==> src/rtl/shreg_pkg.sv <==
// Shared mode encoding for universal_shift_register and its word counter.
package shreg_pkg;

  typedef logic [2:0] shreg_mode_t;

  localparam shreg_mode_t MODE_HOLD = 3'b000;
  localparam shreg_mode_t MODE_SHL  = 3'b001;
  localparam shreg_mode_t MODE_SHR  = 3'b010;
  localparam shreg_mode_t MODE_LOAD = 3'b011;
  localparam shreg_mode_t MODE_ROTL = 3'b100;
  localparam shreg_mode_t MODE_ROTR = 3'b101;
  localparam shreg_mode_t MODE_CLR  = 3'b110;

endpackage

==> src/rtl/shift_word_counter.sv <==
// Counts shift operations modulo WIDTH and emits a registered one-cycle
// word_done pulse on the cycle after each wrap.
module shift_word_counter
  import shreg_pkg::*;
#(
  parameter int WIDTH = 32
) (
  input  logic clk,
  input  logic rst,
  input  logic inc,
  input  logic clr,
  output logic word_done
);

  localparam int CW = $clog2(WIDTH);
  localparam logic [CW-1:0] CNT_LAST = CW'(WIDTH - 1);

  logic [CW-1:0] cnt_d, cnt_q;
  logic          word_done_d, word_done_q;

  // Wrap is compared against WIDTH-1 explicitly so non-power-of-2 widths work.
  always_comb begin
    cnt_d       = cnt_q;
    word_done_d = 1'b0;
    if (clr) begin
      cnt_d = '0;
    end else if (inc) begin
      if (cnt_q == CNT_LAST) begin
        cnt_d       = '0;
        word_done_d = 1'b1;
      end else begin
        cnt_d = cnt_q + 1'b1;
      end
    end
  end

  always_ff @(posedge clk) begin
    if (rst) begin
      cnt_q       <= '0;
      word_done_q <= 1'b0;
    end else begin
      cnt_q       <= cnt_d;
      word_done_q <= word_done_d;
    end
  end

  assign word_done = word_done_q;

endmodule

==> src/rtl/universal_shift_register.sv <==
// Bidirectional shift register with parallel load, clear and word counter.
// Rotate modes are compiled in only when USR_ROTATE_EN is defined.
module universal_shift_register
  import shreg_pkg::*;
#(
  parameter int               WIDTH     = 32,
  parameter logic [WIDTH-1:0] RESET_VAL = {WIDTH{1'b0}}
) (
  input  logic             clk,
  input  logic             rst,
  input  logic             clken,
  input  logic [2:0]       mode,
  input  logic             SI_L,
  input  logic             SI_R,
  input  logic [WIDTH-1:0] PI,
  output logic [WIDTH-1:0] PO,
  output logic             SO_L,
  output logic             SO_R,
  output logic             word_done
);

  logic [WIDTH-1:0] shreg_d, shreg_q;
  logic             inc, clr;
  shreg_mode_t      mode_s;

  assign mode_s = mode;

  // Reserved code and (without rotate) the rotate codes fall into default: hold.
  always_comb begin
    shreg_d = shreg_q;
    inc     = 1'b0;
    clr     = 1'b0;
    if (clken) begin
      case (mode_s)
        MODE_SHL: begin
          shreg_d = {shreg_q[WIDTH-2:0], SI_L};
          inc     = 1'b1;
        end
        MODE_SHR: begin
          shreg_d = {SI_R, shreg_q[WIDTH-1:1]};
          inc     = 1'b1;
        end
        MODE_LOAD: begin
          shreg_d = PI;
          clr     = 1'b1;
        end
`ifdef USR_ROTATE_EN
        MODE_ROTL: begin
          shreg_d = {shreg_q[WIDTH-2:0], shreg_q[WIDTH-1]};
          inc     = 1'b1;
        end
        MODE_ROTR: begin
          shreg_d = {shreg_q[0], shreg_q[WIDTH-1:1]};
          inc     = 1'b1;
        end
`endif
        MODE_CLR: begin
          shreg_d = RESET_VAL;
          clr     = 1'b1;
        end
        default: ;
      endcase
    end
  end

  always_ff @(posedge clk) begin
    if (rst) shreg_q <= RESET_VAL;
    else     shreg_q <= shreg_d;
  end

  assign PO   = shreg_q;
  assign SO_L = shreg_q[WIDTH-1];
  assign SO_R = shreg_q[0];

  shift_word_counter #(
    .WIDTH (WIDTH)
  ) u_cnt (
    .clk       (clk),
    .rst       (rst),
    .inc       (inc),
    .clr       (clr),
    .word_done (word_done)
  );

endmodule

==> config.mk <==
export PLATFORM = sky130hd
export DESIGN_NAME = universal_shift_register
export DESIGN_NICKNAME = d
export VERILOG_FILES = /design/src/rtl/shreg_pkg.sv /design/src/rtl/shift_word_counter.sv /design/src/rtl/universal_shift_register.sv
export SDC_FILE = /design/constraint.sdc
export NUM_CORES = 1
export LEC_CHECK = 0
export CAP_MARGIN = 20
export CELL_PAD_IN_SITES_DETAIL_PLACEMENT = 1
export CELL_PAD_IN_SITES_GLOBAL_PLACEMENT = 2
export CORE_MARGIN = 2
export CORE_UTILIZATION = 28
export DETAILED_ROUTE_END_ITERATION = 8
export PLACE_DENSITY = 0.9
export SKIP_LAST_GASP = 1
export SYNTH_ARGS = -nofsm -noshare
export SYNTH_HDL_FRONTEND = slang
export SYNTH_SLANG_ARGS = --single-unit
==> constraint.sdc <==
create_clock -name clk -period 1.8 [get_ports clk]
set_input_delay 0.27 -clock clk [delete_from_list [all_inputs] [get_ports clk]]
set_output_delay 0.27 -clock clk [all_outputs]
set_load 0.01 [all_outputs]
==> impl_summary.md <==
Drt
The detailed router's first-iteration violation count is 80. The number of vias per cell after detailed routing is 5.26. The average wire per standard cell is 17.2 microns. Wires add up to 7.07 mm. After detailed routing, the number of remaining DRC violations is 0. The number of nets still failing antenna checks after routing is 0. The number of vias in the routed layout is 2,162.

The number of iterations in the first detailed-routing pass is 4.

Power and ir drop
The design draws 0.00217 W. The peak ir drop on the vdd network is 0.000260 V. The analysis attributes to cell leakage a power of 1.14 nW. The power density of the placed cells is 648 nW/um^2.

Timing
The worst hold margin is 0.362 ns. The share of the clock period used by the worst path after layout is 0.899. The final setup violation count is 0. The count of final max-slew check failures is 0. Setup repair after global routing left no endpoint under its margin. The slew at the pin closest to its max-slew limit is 0.389 ns. Subtracting the final worst setup slack from the clock period gives 1.62 ns. Measured against its own limit, the worst slew margin works out to 0.740. Timing would allow up to 618 MHz. The number of hold violations in the final report is 0. The worst clock skew is 0.00477 ns.

Logic synthesis
A synthesized cell averages 10.0 sq um. Synthesis produced a netlist with a net count of 277. The share of synthesized area in the top cell type comes to 0.323. The biggest area consumer among synthesized cells is sky130_fd_sc_hd__dfxtp_1.

Of the total synthesized cell area, the portion taken by full adders, half adders and majority gates is 0.0106. Of the post-synthesis cell area, the part taken by muxes is 0.148. The xor and xnor area share after synthesis is 0.0112. The share of flip-flops with an asynchronous set or reset is 0. Counting flops and latches in the post-synthesis netlist gives 38. The register area share after synthesis is 0.323. Yosys printed 0 warnings.

In this run the cell area of the synthesized design comes to 2350 sq um. The simple-gate area share of the yosys netlist is 0.0473. The compound-gate portion of the synthesized area was 0.383.

The number of enable flip-flop cells after synthesis is 0. By area the synthesized netlist is led by sky130_fd_sc_hd__dfxtp_1 32%, sky130_fd_sc_hd__a211oi_2 16%, sky130_fd_sc_hd__mux2_1 15%. For this run, the leading register cell type out of synthesis is sky130_fd_sc_hd__dfxtp_1. By area, the combinational part of the netlist is dominated by compound AO/OA/AOI/OAI gates. After technology mapping, the gate count stands at 235.

The number of different library cells used by synthesis comes to 35.

Placed design
The placer's final routability congestion estimate is 0.749. The total of buffers placed on input and output ports is 74. The half-perimeter wire length after placement is 4.99 mm.

Floorplanning
The horizontal extent of the die is 95.7 microns. The core box area is 8180 sq um. The initial utilization of the core area, before any placement, comes to 0.288. The number of placement rows is 33.

The vertical extent of the die is 95.7 microns. The die covers 9150 sq um. The number of ports placed on the die boundary is 75.

Setup path
The type of the worst setup path is in2reg. At the worst endpoint, the required time is 2.00 ns. The worst register-to-register path has a setup slack of 0.31 ns. The startpoint type of the worst setup path is an input port. The endpoint kind of the worst setup timing path is a flop.

The signal arrival time at the worst endpoint is 1.82 ns. The highest net fanout along the worst path is 9. Measured in cells, the most critical reg-to-reg path has a length of 5. The terminus of the critical flop-to-flop path is u_cnt.cnt_q[0]. The launch instance of the worst register-to-register path is u_cnt.cnt_q[0].

Clock network
Counting every sink on the clock net gives 38. No sink is reached through more buffers than the 2 on the longest clock path. In this run, post-CTS hold repair placed 0 buffers. The number of setup buffers added after CTS is 0. The post-cts resize count is 0. The H-tree was split into 2 levels. After clock tree synthesis, the clock-pin slew on the worst setup and hold paths is 0.08 ns. The clock insertion delay at the later pin of the skew report is 0.28 ns. The TritonCTS buffer count is 5. The clock root buffer master is sky130_fd_sc_hd__clkbuf_8. The CTS tree is done.

Global route
The maximum number of pins on one net before global-route repair is 32. The wire length of the first global-routing pass is 11.3 mm. After global routing the overflow that remains totals 0. In the global route stage, overall resource usage came out at 0.158. The number of global-route vias before repair is 2,168. The initial antenna violation count is 0.

Hold path
The worst hold endpoint is PO[3]. The worst hold path was traced through 2 stages. The beginning of the worst hold path is rst.

The worst hold-check path type is in2reg.

Run status
The flow ran to the end, and the final reports show no timing, DRC or antenna violations.

Run
Max-cap violations in this run came to 0.

Cells and area
The net count reported at finish is 348. In the final layout, the share of cells above drive strength 1 is 0.196. For this run, the share of the core covered by cells in the final layout is 0.410. The antenna cell count is 0. The layout overhead on the synthesized area is 42.5%.
-- flip-flops by register name (all words and copies together), names as in the netlist --
name,cells
PO,32
u_cnt.word_done,1
u_cnt.cnt_q,5
-- layer usage --
layer | share of wire | wire length [microns] | up-vias | global-route usage
met5 | 0 | 0 | - | 0
li1 | - | - | 1050 | -
met2 | 0.49 | 3430 | 55 | 0.254
met3 | 0.045 | 321 | 2 | 0.0332
met1 | 0.46 | 3280 | 1055 | 0.218
met4 | 0.0042 | 30 | 0 | 0.0321
-- cell usage after synthesis, types with 2 or more instances --
library cell               count
sky130_fd_sc_hd__ha_1          2
sky130_fd_sc_hd__buf_6         4
sky130_fd_sc_hd__a211oi_1      3
sky130_fd_sc_hd__buf_4         6
sky130_fd_sc_hd__nand2_1       2
sky130_fd_sc_hd__or4_1         2
sky130_fd_sc_hd__inv_1         3
sky130_fd_sc_hd__xnor2_1       2
sky130_fd_sc_hd__clkbuf_1     12
sky130_fd_sc_hd__o21ai_0       4
sky130_fd_sc_hd__o21a_1        2
sky130_fd_sc_hd__buf_2         6
sky130_fd_sc_hd__a22oi_1      31
sky130_fd_sc_hd__nor2b_1       2
sky130_fd_sc_hd__a21oi_1      33
sky130_fd_sc_hd__mux2_1       31
sky130_fd_sc_hd__dfxtp_1      38
sky130_fd_sc_hd__a211oi_2     31
sky130_fd_sc_hd__o31ai_1       2
sky130_fd_sc_hd__nand3_1       4
-- placed cells by master, fill, tap and decap left out, types with 2 or more instances in the layout --
master,count
sky130_fd_sc_hd__a211oi_1,3
sky130_fd_sc_hd__a211oi_2,31
sky130_fd_sc_hd__a21oi_1,33
sky130_fd_sc_hd__a22oi_1,31
sky130_fd_sc_hd__buf_12,7
sky130_fd_sc_hd__buf_2,2
sky130_fd_sc_hd__buf_4,12
sky130_fd_sc_hd__clkbuf_1,2
sky130_fd_sc_hd__clkbuf_8,5
sky130_fd_sc_hd__clkdlybuf4s50_1,72
sky130_fd_sc_hd__dfxtp_1,38
sky130_fd_sc_hd__ha_1,2
sky130_fd_sc_hd__inv_1,3
sky130_fd_sc_hd__mux2_1,31
sky130_fd_sc_hd__nand2_1,2
sky130_fd_sc_hd__nand3_1,4
sky130_fd_sc_hd__nor2b_1,2
sky130_fd_sc_hd__o21a_1,2
sky130_fd_sc_hd__o21ai_0,4
sky130_fd_sc_hd__o31ai_1,2
sky130_fd_sc_hd__or4_1,2
sky130_fd_sc_hd__xnor2_1,2
-- how the worst max path moves through the flow --
stage | startpoint | end | slack (ns)
after global routing | mode[1] | u_cnt.cnt_q[0] | 0.10
after floorplan | mode[2] | u_cnt.cnt_q[3] | 0.42
after global placement | mode[1] | u_cnt.cnt_q[3] | -0.05
after CTS | mode[1] | u_cnt.cnt_q[0] | 0.17
final | mode[1] | u_cnt.cnt_q[0] | 0.18
after detailed placement | mode[1] | u_cnt.cnt_q[0] | -0.13
-- critical path, stage by stage --
cell	delay, ns
sky130_fd_sc_hd__clkdlybuf4s50_1	0.65
sky130_fd_sc_hd__xnor2_1	0.17
sky130_fd_sc_hd__buf_4	0.17
sky130_fd_sc_hd__or3_1	0.31
sky130_fd_sc_hd__a211oi_1	0.23
-- kinds of logic after synthesis --
family / Yosys count
multiplexers: 31
AO/OA/AOI/OAI: 111
buffers and inverters: 32
flip-flops: 38
AND/OR/NAND/NOR: 18
adder cells (fa/ha/maj): 2
XOR/XNOR: 3
-- through the flow --
step	cells	setup TNS (ns)	area, sq um	worst slack (ns)
4_1_cts	411	0	3350	0.171
3_5_place_dp	404	-1.17	3280	-0.134
3_3_place_gp	404	-0.0877	3280	-0.0474
2_1_floorplan	235	0	2350	0.415
6_report	411	0	3350	0.182
5_1_grt	411	0	3350	0.102
-- where the power goes --
part           internal (W)  switching (W)  leakage, nW  total (W)
clock network      0.000267       0.000291       0.0383   0.000558
registers          0.000897      0.0000632        0.312   0.000960
logic              0.000360       0.000296        0.790   0.000656
total               0.00152       0.000650         1.14    0.00217
-- layout make-up --
cell class | instances | area [sq um]
Tap cell | 105 | 131
Timing Repair Buffer | 93 | 961
Clock buffer | 7 | 76.3
Multi-Input combinational cell | 165 | 1410
Inverter | 3 | 11.3
Sequential cell | 38 | 761
Fill cell | 917 | 4820
(Power assumes the default switching activity.)
